<file path="src/rtl/parity_pkg.sv">
// Shared definitions for the 4-bit parity generator / checker pair.
//   FRAME_DATA_BITS : payload bits per frame (a, b, c, d)
//   FRAME_BITS      : payload plus the trailing parity bit
//   IDX_W           : width of the receive bit index
//   state_t         : receiver FSM states
package parity_pkg;

    localparam int FRAME_DATA_BITS = 4;
    localparam int FRAME_BITS      = FRAME_DATA_BITS + 1;
    localparam int IDX_W           = $clog2(FRAME_DATA_BITS);

    typedef enum logic [1:0] {
        IDLE = 2'd0,
        DATA = 2'd1,
        PAR  = 2'd2
    } state_t;

endpackage

</file>
<file path="src/rtl/parity_calc4.sv">
// Combinational parity of a nibble, shared by the generator and checker.
// Ports:
//   nibble : data bits {a, b, c, d}
//   parity : parity bit a matching frame must carry
//            (even: a^b^c^d, odd: ~(a^b^c^d))
module parity_calc4
    import parity_pkg::*;
#(
    parameter bit ODD_PARITY = 1'b0
) (
    input  logic [FRAME_DATA_BITS-1:0] nibble,
    output logic                       parity
);

    assign parity = (^nibble) ^ ODD_PARITY;

endmodule

</file>
<file path="src/rtl/parity_check_rx.sv">
// Serial receiver for the 4-bit parity frame: a, b, c, d, then parity.
// Re-assembles the nibble, checks parity, and presents each completed
// frame on a one-entry valid/ready buffer.
// Ports:
//   clk, rst_n   : clock; synchronous active-low reset
//   sin          : serial frame bit, sampled when sin_valid is high
//   sof          : marks bit a; restarts any frame in progress
//   data_out     : checked nibble, [3]=a .. [0]=d
//   par_err      : parity mismatch for the frame in data_out
//   out_valid    : data_out/par_err hold a frame
//   out_ready    : consumer accepts when out_valid && out_ready
//   overrun      : sticky, a completed frame was dropped (full buffer)
//   err_cnt      : saturating count of parity-failing frames
module parity_check_rx
    import parity_pkg::*;
#(
    parameter bit ODD_PARITY = 1'b0,
    parameter int ERR_CNT_W  = 8
) (
    input  logic                       clk,
    input  logic                       rst_n,
    input  logic                       sin,
    input  logic                       sin_valid,
    input  logic                       sof,
    output logic [FRAME_DATA_BITS-1:0] data_out,
    output logic                       par_err,
    output logic                       out_valid,
    input  logic                       out_ready,
    output logic                       overrun,
    output logic [ERR_CNT_W-1:0]       err_cnt
);

    state_t                     state, state_next;
    logic [IDX_W-1:0]           bit_idx, bit_idx_next;
    logic [FRAME_DATA_BITS-1:0] shreg, shreg_next;
    logic                       frame_done;
    logic                       frame_err;
    logic                       exp_parity;

    // shreg shifts left, so after d arrives a sits in the MSB and the
    // register already matches the data_out bit order.
    parity_calc4 #(.ODD_PARITY(ODD_PARITY)) u_calc (
        .nibble (shreg),
        .parity (exp_parity)
    );

    // Only meaningful on the cycle frame_done is high (sin is the parity bit).
    assign frame_err = (sin != exp_parity);

    // NOTE: every output of this block gets a default first, so no path
    // leaves a signal unassigned and no latch is inferred.
    always_comb begin
        state_next   = state;
        bit_idx_next = bit_idx;
        shreg_next   = shreg;
        frame_done   = 1'b0;

        if (sin_valid && sof) begin
            // Restart from any state; a partial frame is dropped silently.
            state_next   = DATA;
            bit_idx_next = IDX_W'(1);
            shreg_next   = {{(FRAME_DATA_BITS-1){1'b0}}, sin};
        end else if (sin_valid) begin
            case (state)
                DATA: begin
                    shreg_next = {shreg[FRAME_DATA_BITS-2:0], sin};
                    if (bit_idx == IDX_W'(FRAME_DATA_BITS-1)) begin
                        state_next   = PAR;
                        bit_idx_next = '0;
                    end else begin
                        bit_idx_next = bit_idx + IDX_W'(1);
                    end
                end
                PAR: begin
                    frame_done = 1'b1;
                    state_next = IDLE;
                end
                default: ;  // IDLE: stray bits without sof are ignored
            endcase
        end
    end

    // NOTE: reset is synchronous -- it is just the highest-priority branch
    // inside the clocked block, with no reset term in the sensitivity list.
    // NOTE: registers are written with <= so every flop samples the values
    // from before the edge, independent of statement order.
    always_ff @(posedge clk) begin
        if (!rst_n) begin
            state   <= IDLE;
            bit_idx <= '0;
            shreg   <= '0;
        end else begin
            state   <= state_next;
            bit_idx <= bit_idx_next;
            shreg   <= shreg_next;
        end
    end

    // Output buffer, overrun flag and error counter.
    always_ff @(posedge clk) begin
        if (!rst_n) begin
            data_out  <= '0;
            par_err   <= 1'b0;
            out_valid <= 1'b0;
            overrun   <= 1'b0;
            err_cnt   <= '0;
        end else begin
            if (frame_done) begin
                // A consumer taking the old frame on this edge frees the slot.
                if (!out_valid || out_ready) begin
                    data_out  <= shreg;
                    par_err   <= frame_err;
                    out_valid <= 1'b1;
                end else begin
                    overrun <= 1'b1;
                end
                // Dropped frames still count toward the error total.
                if (frame_err && (err_cnt != '1)) begin
                    err_cnt <= err_cnt + ERR_CNT_W'(1);
                end
            end else if (out_valid && out_ready) begin
                out_valid <= 1'b0;
            end
        end
    end

endmodule
</file>
<file path="config.mk">
export PLATFORM = sky130hd
export DESIGN_NAME = parity_check_rx
export DESIGN_NICKNAME = d
export VERILOG_FILES = /design/src/rtl/parity_pkg.sv /design/src/rtl/parity_calc4.sv /design/src/rtl/parity_check_rx.sv
export SDC_FILE = /design/constraint.sdc
export NUM_CORES = 1
export LEC_CHECK = 0
export BUFFER_PORTS_ARGS = -buffer_cell sky130_fd_sc_hd__buf_2
export CAP_MARGIN = 0
export CORE_ASPECT_RATIO = 0.7
export CORE_MARGIN = 2
export CORE_UTILIZATION = 30
export CTS_CLUSTER_DIAMETER = 80
export DETAILED_ROUTE_END_ITERATION = 6
export GPL_TIMING_DRIVEN = 0
export SLEW_MARGIN = 40
export SYNTH_ARGS = -nofsm -noshare
export SYNTH_HDL_FRONTEND = slang
export SYNTH_SLANG_ARGS = --single-unit
</file>
<file path="constraint.sdc">
create_clock -name clk -period 2.1 [get_ports clk]
set_input_delay 0.105 -clock clk [delete_from_list [all_inputs] [get_ports clk]]
set_output_delay 0.105 -clock clk [all_outputs]
set_load 0.05 [all_outputs]
</file>
==> results.ini, run 1 <==
[outcome]
outcome=completed

[power_and_ir_drop]
p_per_area_nw_per_um2=595
ir_drop_uv=482
p_leak_nw=0.540

[job]
maxCapViolCount=0

[sta]
finalSetupViolations=0
fin_crit_sh_pct=86.6
timing_hold_violations_final=0
finalMaxSlewViolations=0
fin_crit_ns=1.82
worst_pin_slew_ns=0.453
max_freq_ghz=0.550
rsz0062_at_grt=no
timing.setup.tns_ns=0
skew_ns=0.00208
slew_headroom_pct=69.8

[cells_and_area]
layout_common_cells=23 x dfxtp_1, 20 x buf_2, 12 x a21oi_1, 11 x nor2_1, 10 x nand2_1
post-route-util_pct=36.9
final_common_cell=dfxtp_1
final_layout_size_suffix_gt1_share_pct=22.6
synthToLayoutAreaGrowth_pct=18.7
final_area_um2=1290
antenna_cells=0
fin_nets=146

[clock_network]
tritoncts.num_buffers=3
cts_hold_buf=0
h-tree-depth=1
cts_tree=yes
clkTransAtPathRegs_ns=0.08
cts_resized=0
clk_path_buf_depth=2
root_buffer=clkbuf_8
post_cts_buffers=0
clock_latency_ns=0.26
numClockSinks=23

[synth]
synth-seq-cells=23
synth_warnings=0
synthesis.area_um2=1080
yosysSeqAreaShare_pct=42.4
synth.avg_cell_area_um2=9.52
syn_nets=122
yosysUniqueCellTypes=31
synthCells=114

[global_routing]
track_usage_pct=12.6
gr-total-overflow=0
antenna_found_initial=0
grt_first_pass_wirelength_um=3880
grt_pass1_vias=837
grt_max_degree=13

[routing]
route.met3.wl_um=76
wl_met1_um=1120
drc=0
antenna_left=0
wire_per_inst_um=12.2
routed.top_layer=met4
drt_iter0_drc=43
vias=890
wirelength_um=2280
met2WireLength_um=1060
viasPerCell=4.76
dr.pass1.iters=3

[worst_setup_path]
path_class=flip-flop to flip-flop
crit_path_start_kind=flip-flop
reg2reg_depth=4
cp-startpoint=shreg[0]
crit_fanout=7
worstPathArrival_ns=2.01
cp-endpoint=err_cnt[7]
timing.rr.start=shreg[0]
crit_required_ns=2.29
regToRegSetupSlack_ns=0.28
crit_path_end_kind=flip-flop
worstReg2RegEnd=err_cnt[7]

[floorplan]
start_util_pct=31.1
die_y_um=54.3
rows=18
core_um2=3490
dieWidth_um=75.9
dieArea_um2=4120
pin_count=21

[placement]
place_congestion=0.757
place_hpwl_um=1690
port_buffers=19
place_area_um2=1240

[hold_path]
min_path_type=primary input to flip-flop

==> registers in the layout (all words and copies together) (netlist names) <==
name,cells
err_cnt,8
data_out,4
shreg,4
bit_idx,2
state,2
out_valid,1
overrun,1
par_err,1
==> cell families after synthesis <==
| kind of cell | count (synthesis) | share of synthesized area, % |
|---|---|---|
| multiplexers | 9 | 8.30 |
| AND/OR/NAND/NOR | 46 | 23.5 |
| XOR/XNOR | 3 | 6.23 |
| buffers and inverters | 7 | 4.15 |
| AO/OA/AOI/OAI | 24 | 13.0 |
| flip-flops | 23 | 42.4 |
| adder cells (fa/ha/maj) | 2 | 2.31 |
==> layer usage <==
| layer | vias up | track usage (%) |
|---|---|---|
| met2 | 13 | 21.3 |
| li1 | 457 | - |
| met5 | - | 0 |
| met4 | 0 | 3.51 |
| met1 | 418 | 16.3 |
| met3 | 2 | 2.95 |
==> stage by stage <==
stage	cells	setup slack [ns]	power (mW)	hold slack (ns)
2_1_floorplan	114	0.304	0.495	0.222
3_3_place_gp	183	0.324	0.510	0.380
3_5_place_dp	183	0.298	0.511	0.389
4_1_cts	187	0.275	0.782	0.117
5_1_grt	187	0.134	0.813	0.113
6_report	187	0.280	0.766	0.115
==> critical path, cell delays in order, from the launching register on <==
cell     delay [ns]
dfxtp_1        0.40
xnor3_2        0.47
xnor2_2        0.19
or4_1          0.53
a21oi_1        0.16
==> cells in the mapped netlist <==
library cell,n,area [um^2]
o21a_1,2,15.0
nand4_1,2,12.5
nor4_2,1,12.5
ha_1,2,25.0
inv_1,2,7.51
o21ai_2,1,8.76
xnor3_2,1,23.8
mux2i_1,9,90.1
dfxtp_1,23,460
o21ai_1,1,5.00
o21ai_0,3,15.0
and4bb_4,1,16.3
nand3_1,5,25.0
xnor2_2,1,16.3
o31ai_1,5,37.5
and4_1,1,8.76
nand2_1,10,37.5
xnor2_4,1,27.5
or4_1,5,37.5
buf_6,1,11.3
a21oi_1,12,60.1
clkbuf_1,2,7.51
nor2_1,11,41.3
or2_1,1,6.26
nor3_1,1,5.00
nor2b_1,3,18.8
nor3b_1,2,15.0
or3_1,1,6.26
clkbuf_8,1,13.8
buf_2,1,5.00
nand2b_1,2,12.5
==> worst min path at each step <==
stage	startpoint	end	slack, ns	cells after the start
after floorplan	rst_n	err_cnt[1]	0.22	1
final	sin	shreg[0]	0.11	3
after CTS	rst_n	err_cnt[1]	0.12	2
after global placement	sin	shreg[0]	0.38	3
after global routing	rst_n	err_cnt[1]	0.11	2
after detailed placement	sin	shreg[0]	0.39	3
==> cell type report <==
class / instances / area, um^2
Clock buffer: 4 / 45.0
Buffer: 5 / 37.5
Inverter: 2 / 7.51
Timing Repair Buffer: 19 / 95.1
Multi-Input combinational cell: 84 / 579
Sequential cell: 23 / 460
Tap cell: 50 / 62.6
Fill cell: 363 / 2200
==> where the power goes <==
group,total (mW),switching (mW),internal (mW)
Sequential,0.444,0.00387,0.440
Combinational,0.0568,0.0326,0.0242
Clock,0.266,0.131,0.135
Total,0.766,0.167,0.599
No activity file was read; power rests on OpenSTA's default activity.
==> run 2, diff against run 1 <==
--- a/config.mk
+++ b/config.mk
@@ -8,7 +8,6 @@
 export BUFFER_PORTS_ARGS = -buffer_cell sky130_fd_sc_hd__buf_2
 export CAP_MARGIN = 0
 export CORE_ASPECT_RATIO = 0.7
-export CORE_MARGIN = 2
 export CORE_UTILIZATION = 30
 export CTS_CLUSTER_DIAMETER = 80
 export DETAILED_ROUTE_END_ITERATION = 6
==> run 2 against run 1 <==
Effect of this change:
- setup slack lost 0.0021 ns
- register-to-register slack about the same
- largest cell class unchanged
- largest power group unchanged
- sequential power about the same
- clock power about the same
- via count stayed put
- non-clock buffer count stayed put
- clock skew up 0.0016 ns
- fmax is 0.11% lower
- global-route usage is 0.14 points lower
- die area fell by 6.2%
==> results.ini, run 2 (synthesis results as in run 1) <==
[outcome]
outcome=completed

[floorplan]
rows=17
core_um2=3300
die_y_um=52.3
dieArea_um2=3860
pin_count=21
dieWidth_um=73.9
start_util_pct=32.9

[power_and_ir_drop]
p_int_mw=0.599
power_frac_clock_pct=34.5
p_comb_share_pct=7.4
p_sw_share_pct=21.7
p_total_mw=0.765
p_per_area_nw_per_um2=596
ir_drop_uv=323
p_leak_nw=0.540
power.switching_mw=0.166
p_seq_share_pct=58.1

[worst_setup_path]
crit_required_ns=2.29
reg2reg_depth=4
crit_path_end_kind=flip-flop
regToRegSetupSlack_ns=0.28
path_class=flip-flop to flip-flop
worstPathArrival_ns=2.01
crit_fanout=7
crit_path_start_kind=flip-flop

[routing]
wirelength_um=2220
antenna_left=0
dr.pass1.iters=4
drc=0
vias=890
drt_iter0_drc=38
wire_per_inst_um=12.1
viasPerCell=4.84

[cells_and_area]
layout_common_cells=23 x dfxtp_1, 20 x buf_2, 12 x a21oi_1, 11 x nor2_1, 10 x nand2_1
final_area_um2=1280
nFillCells=343
final_common_cell=dfxtp_1
reg_top3=err_cnt x8, data_out x4, shreg x4
post-route-util_pct=38.9
largest_register_ffs=8
synthToLayoutAreaGrowth_pct=18.3
regMostFlops=err_cnt
final_layout_size_suffix_gt1_share_pct=22.6
antenna_cells=0
fin_nets=146

[sta]
finalMaxSlewViolations=0
slew_headroom_pct=72.8
timing_hold_violations_final=0
skew_ns=0.00370
worst_pin_slew_ns=0.408
fin_crit_sh_pct=86.7
rsz0062_at_grt=no
finalSetupViolations=0
max_freq_ghz=0.549
setup_slack_ns=0.278
fin_crit_ns=1.82
timing.setup.tns_ns=0

[clock_network]
numClockSinks=23
post_cts_buffers=0
root_buffer=clkbuf_8
h-tree-depth=1
tritoncts.num_buffers=3
cts_tree=yes
clk_path_buf_depth=2
cts_hold_buf=0
clkTransAtPathRegs_ns=0.08
clock_latency_ns=0.26
cts_resized=0

[global_routing]
grt_first_pass_wirelength_um=3640
track_usage_pct=12.5
grt_pass1_vias=771
grt_max_degree=13
antenna_found_initial=0
gr-total-overflow=0

[placement]
place_congestion=0.793
port_buffers=19
pre_cts_ws_ns=0.283
place_hpwl_um=1690
place_area_um2=1240

[job]
maxCapViolCount=0

[hold_path]
min_path_type=primary input to flip-flop
holdPathStages=3

## run 2: cell counts in the layout (fill, tap and decap cells not counted)
No cell type changed its count.
## run 2: metrics by stage
| step | std cells | hold slack, ns |
|---|---|---|
| final | 184 | 0.121 |
| after global routing | 184 | 0.119 |
| after CTS | 184 | 0.121 |
| after detailed placement | 180 | 0.398 |
| after global placement | 180 | 0.381 |
| after floorplan | 114 | 0.222 |
## run 2: path summary, 6_finish.rpt
kind / end / from
setup / recovery: err_cnt[6] / shreg[0]
hold / removal: shreg[0] / sin
setup reg to reg: err_cnt[6] / shreg[0]
hold reg to reg: bit_idx[1] / bit_idx[1]
## run 2: power groups by stage
stage                     registers, mW  clock network, mW  logic [mW]
after floorplan                   0.453                  0      0.0416
after global placement            0.454                  0      0.0547
after detailed placement          0.455                  0      0.0567
after CTS                         0.444              0.280      0.0569
after global routing              0.445              0.306      0.0630
final                             0.444              0.264      0.0567
## run 2: area by class of cell
type | instances | area, um^2 | share of cell area, %
Buffer | 5 | 37.5 | 2.92
Clock buffer | 4 | 45.0 | 3.51
Multi-Input combinational cell | 84 | 579 | 45.1
Tap cell | 47 | 58.8 | 4.58
Timing Repair Buffer | 19 | 95.1 | 7.41
Sequential cell | 23 | 460 | 35.9
Inverter | 2 | 7.51 | 0.585
## run 2: routing by layer
layer,up-vias,part of all wire (%),track usage [%]
li1,452,-,-
met1,415,52,17.6
met2,21,42,18.2
met3,2,5.5,4.42
met4,0,0.54,2.88
met5,-,0,0
## run 2: worst max-delay path, cell delays in order, from the launching register on
cell	delay, ns
dfxtp_1	0.40
xnor3_2	0.47
xnor2_2	0.21
or4_1	0.53
a21oi_1	0.15
==> run 3, diff against run 2 <==
--- a/config.mk
+++ b/config.mk
@@ -5,6 +5,7 @@
 export SDC_FILE = /design/constraint.sdc
 export NUM_CORES = 1
 export LEC_CHECK = 0
+export ABC_AREA = 1
 export BUFFER_PORTS_ARGS = -buffer_cell sky130_fd_sc_hd__buf_2
 export CAP_MARGIN = 0
 export CORE_ASPECT_RATIO = 0.7
@@ -12,6 +13,8 @@
 export CTS_CLUSTER_DIAMETER = 80
 export DETAILED_ROUTE_END_ITERATION = 6
 export GPL_TIMING_DRIVEN = 0
+export MAX_ROUTING_LAYER = met4
+export REMOVE_ABC_BUFFERS = 1
 export SLEW_MARGIN = 40
 export SYNTH_ARGS = -nofsm -noshare
 export SYNTH_HDL_FRONTEND = slang
==> run 3 against run 2 <==
Effect of this change:
- sequential power grew 0.9%
- first-iteration DRC count shrank 21%
- final cell count rose by 23%
- highest routed layer unchanged
- combinational power increased by 2%
- clock power is 2% higher
- critical path type unchanged
==> results.ini, run 3 <==
[cells_and_area]
nFillCells=392
reg_top3=err_cnt x8, data_out x4, shreg x4
seq_area_um2=460
synthToLayoutAreaGrowth_pct=16.4
multi_input_area_um2=581
antenna_cells=0
layout_common_cells=37 x nand2_1, 23 x dfxtp_1, 22 x inv_1, 20 x buf_2, 16 x a21oi_1
final_common_cell=nand2_1
final_layout_size_suffix_gt1_share_pct=19.2
fin_cells=227
regMostFlops=err_cnt
largest_register_ffs=8
fin_nets=186

[routing]
drc=0
dr.pass1.iters=4
viasPerCell=4.39
vias=997
antenna_left=0
wirelength_um=2360
wire_per_inst_um=10.4
drt_iter0_drc=30

[sta]
finalMaxSlewViolations=0
fin_crit_ns=1.53
timing_hold_violations_final=0
worst_pin_slew_ns=0.433
timing.setup.tns_ns=0
skew_ns=0.00249
slew_headroom_pct=71.1
finalSetupViolations=0
max_freq_ghz=0.654
rsz0062_at_grt=no
hold_slack_ns=0.0927
fin_crit_sh_pct=72.8

[placement]
place_congestion=0.829
port_buffers=20
dp_cells=223
place_hpwl_um=1750

[synth]
async_flop_share_pct=0
yosysTopAreaCell=dfxtp_1
synthesis.area_um2=1140
yosysMostFrequentCell=nand2_1
synth.avg_cell_area_um2=7.33
synth_warnings=0
synthFlopType=dfxtp_1
synth-seq-cells=23
yosysSeqAreaShare_pct=40.3
synth_top_cell_area_share_pct=40.3
synthCells=156
synth_common_cells=37 x nand2_1, 23 x dfxtp_1, 22 x inv_1
yosysUniqueCellTypes=23
yosys-top-cells-area=dfxtp_1 40%, nand2_1 12%, inv_1 7.2%
synth-edff-count=0

[worst_setup_path]
timing.rr.start=err_cnt[1]
crit_required_ns=2.29
cp_top_family=simple AND/OR/NAND/NOR gates
cp_slowest_cell=dfxtp_1
reg2reg_depth=9
crit_buf_inv=1
slowest_delay_ns=0.38
path_class=flip-flop to flip-flop
regToRegSetupSlack_ns=0.57
crit_path_start_kind=flip-flop
crit_fanout=9
worstReg2RegEnd=err_cnt[7]
crit_chain=ha_1 -> nand2_1 -> inv_1 -> nand2_2 -> nor2_2 -> nand3_4 -> nand3_4 -> nand2_1 -> a21oi_1
crit_path_end_kind=flip-flop
worstPathArrival_ns=1.72

[hold_path]
min_from=sin_valid
min_path_type=primary input to flip-flop
holdPathStages=2
holdPathEnd=state[1]

[global_routing]
grt_pass1_vias=872
track_usage_pct=13.7
gr-total-overflow=0
grt_max_degree=14
grt_first_pass_wirelength_um=3980
antenna_found_initial=0

[floorplan]
dieArea_um2=4070
core_um2=3580
rows=18
die_y_um=53.7
start_util_pct=31.9
dieWidth_um=75.8
pin_count=21

[clock_network]
h-tree-depth=1
tritoncts.num_buffers=3
clk_path_buf_depth=2
cts_hold_buf=0
cts_resized=0
root_buffer=clkbuf_8
cts_tree=yes
clkTransAtPathRegs_ns=0.08
numClockSinks=23
clock_latency_ns=0.26
post_cts_buffers=0

[power_and_ir_drop]
p_per_area_nw_per_um2=581
ir_drop_uv=268
p_leak_nw=0.580

[job]
maxCapViolCount=0

[outcome]
outcome=completed

-- run 3: how the worst max path moves through the flow --
stage                     cells past startpoint         end  startpoint
after floorplan                              10  err_cnt[4]  err_cnt[1]
after global placement                       10  err_cnt[0]  err_cnt[1]
after detailed placement                     10  err_cnt[4]  err_cnt[1]
after CTS                                     9  err_cnt[7]  err_cnt[1]
after global routing                          9  err_cnt[7]  err_cnt[1]
final                                         9  err_cnt[7]  err_cnt[1]
-- run 3: logic make-up (layout without fill, tap and decap cells) --
group | count (synthesis) | after routing | share of synthesized area [%]
AO/OA/AOI/OAI | 26 | 26 | 12.4
XOR/XNOR | 3 | 3 | 2.30
adder cells (fa/ha/maj) | 2 | 2 | 2.19
buffers and inverters | 25 | 46 | 8.97
flip-flops | 23 | 23 | 40.3
AND/OR/NAND/NOR | 77 | 77 | 33.9
-- run 3: area by class of cell --
type | count | area share [%]
clock buffer | 4 | 3.38
tap | 50 | 4.70
timing repair buffer | 20 | 7.52
sequential | 23 | 34.6
inverter | 22 | 6.20
multi-input combinational | 108 | 43.6
-- run 3: power by group --
group / switching (mW) / internal [mW]
registers: 0.00542 / 0.442
clock network: 0.132 / 0.135
logic: 0.0408 / 0.0171
total: 0.179 / 0.594
-- run 3: metrics by stage --
stage / power [mW] / instance area (um^2) / util (%) / setup slack [ns]
6_report: 0.773 / 1330 / 37.2 / 0.571
5_1_grt: 0.808 / 1330 / 37.2 / 0.382
2_1_floorplan: 0.496 / 1120 / - / 0.294
4_1_cts: 0.788 / 1330 / 37.2 / 0.558
3_5_place_dp: 0.515 / 1290 / 35.9 / 0.580
3_3_place_gp: 0.514 / 1290 / 35.9 / 0.614
-- run 3: layer usage --
layer / track usage (%) / part of all wire (%) / up-vias
li1: - / - / 550
met1: 20.2 / 59 / 419
met2: 18.0 / 35 / 26
met3: 3.37 / 4.7 / 2
met4: 3.70 / 0.93 / 0
met5: - / 0 / -
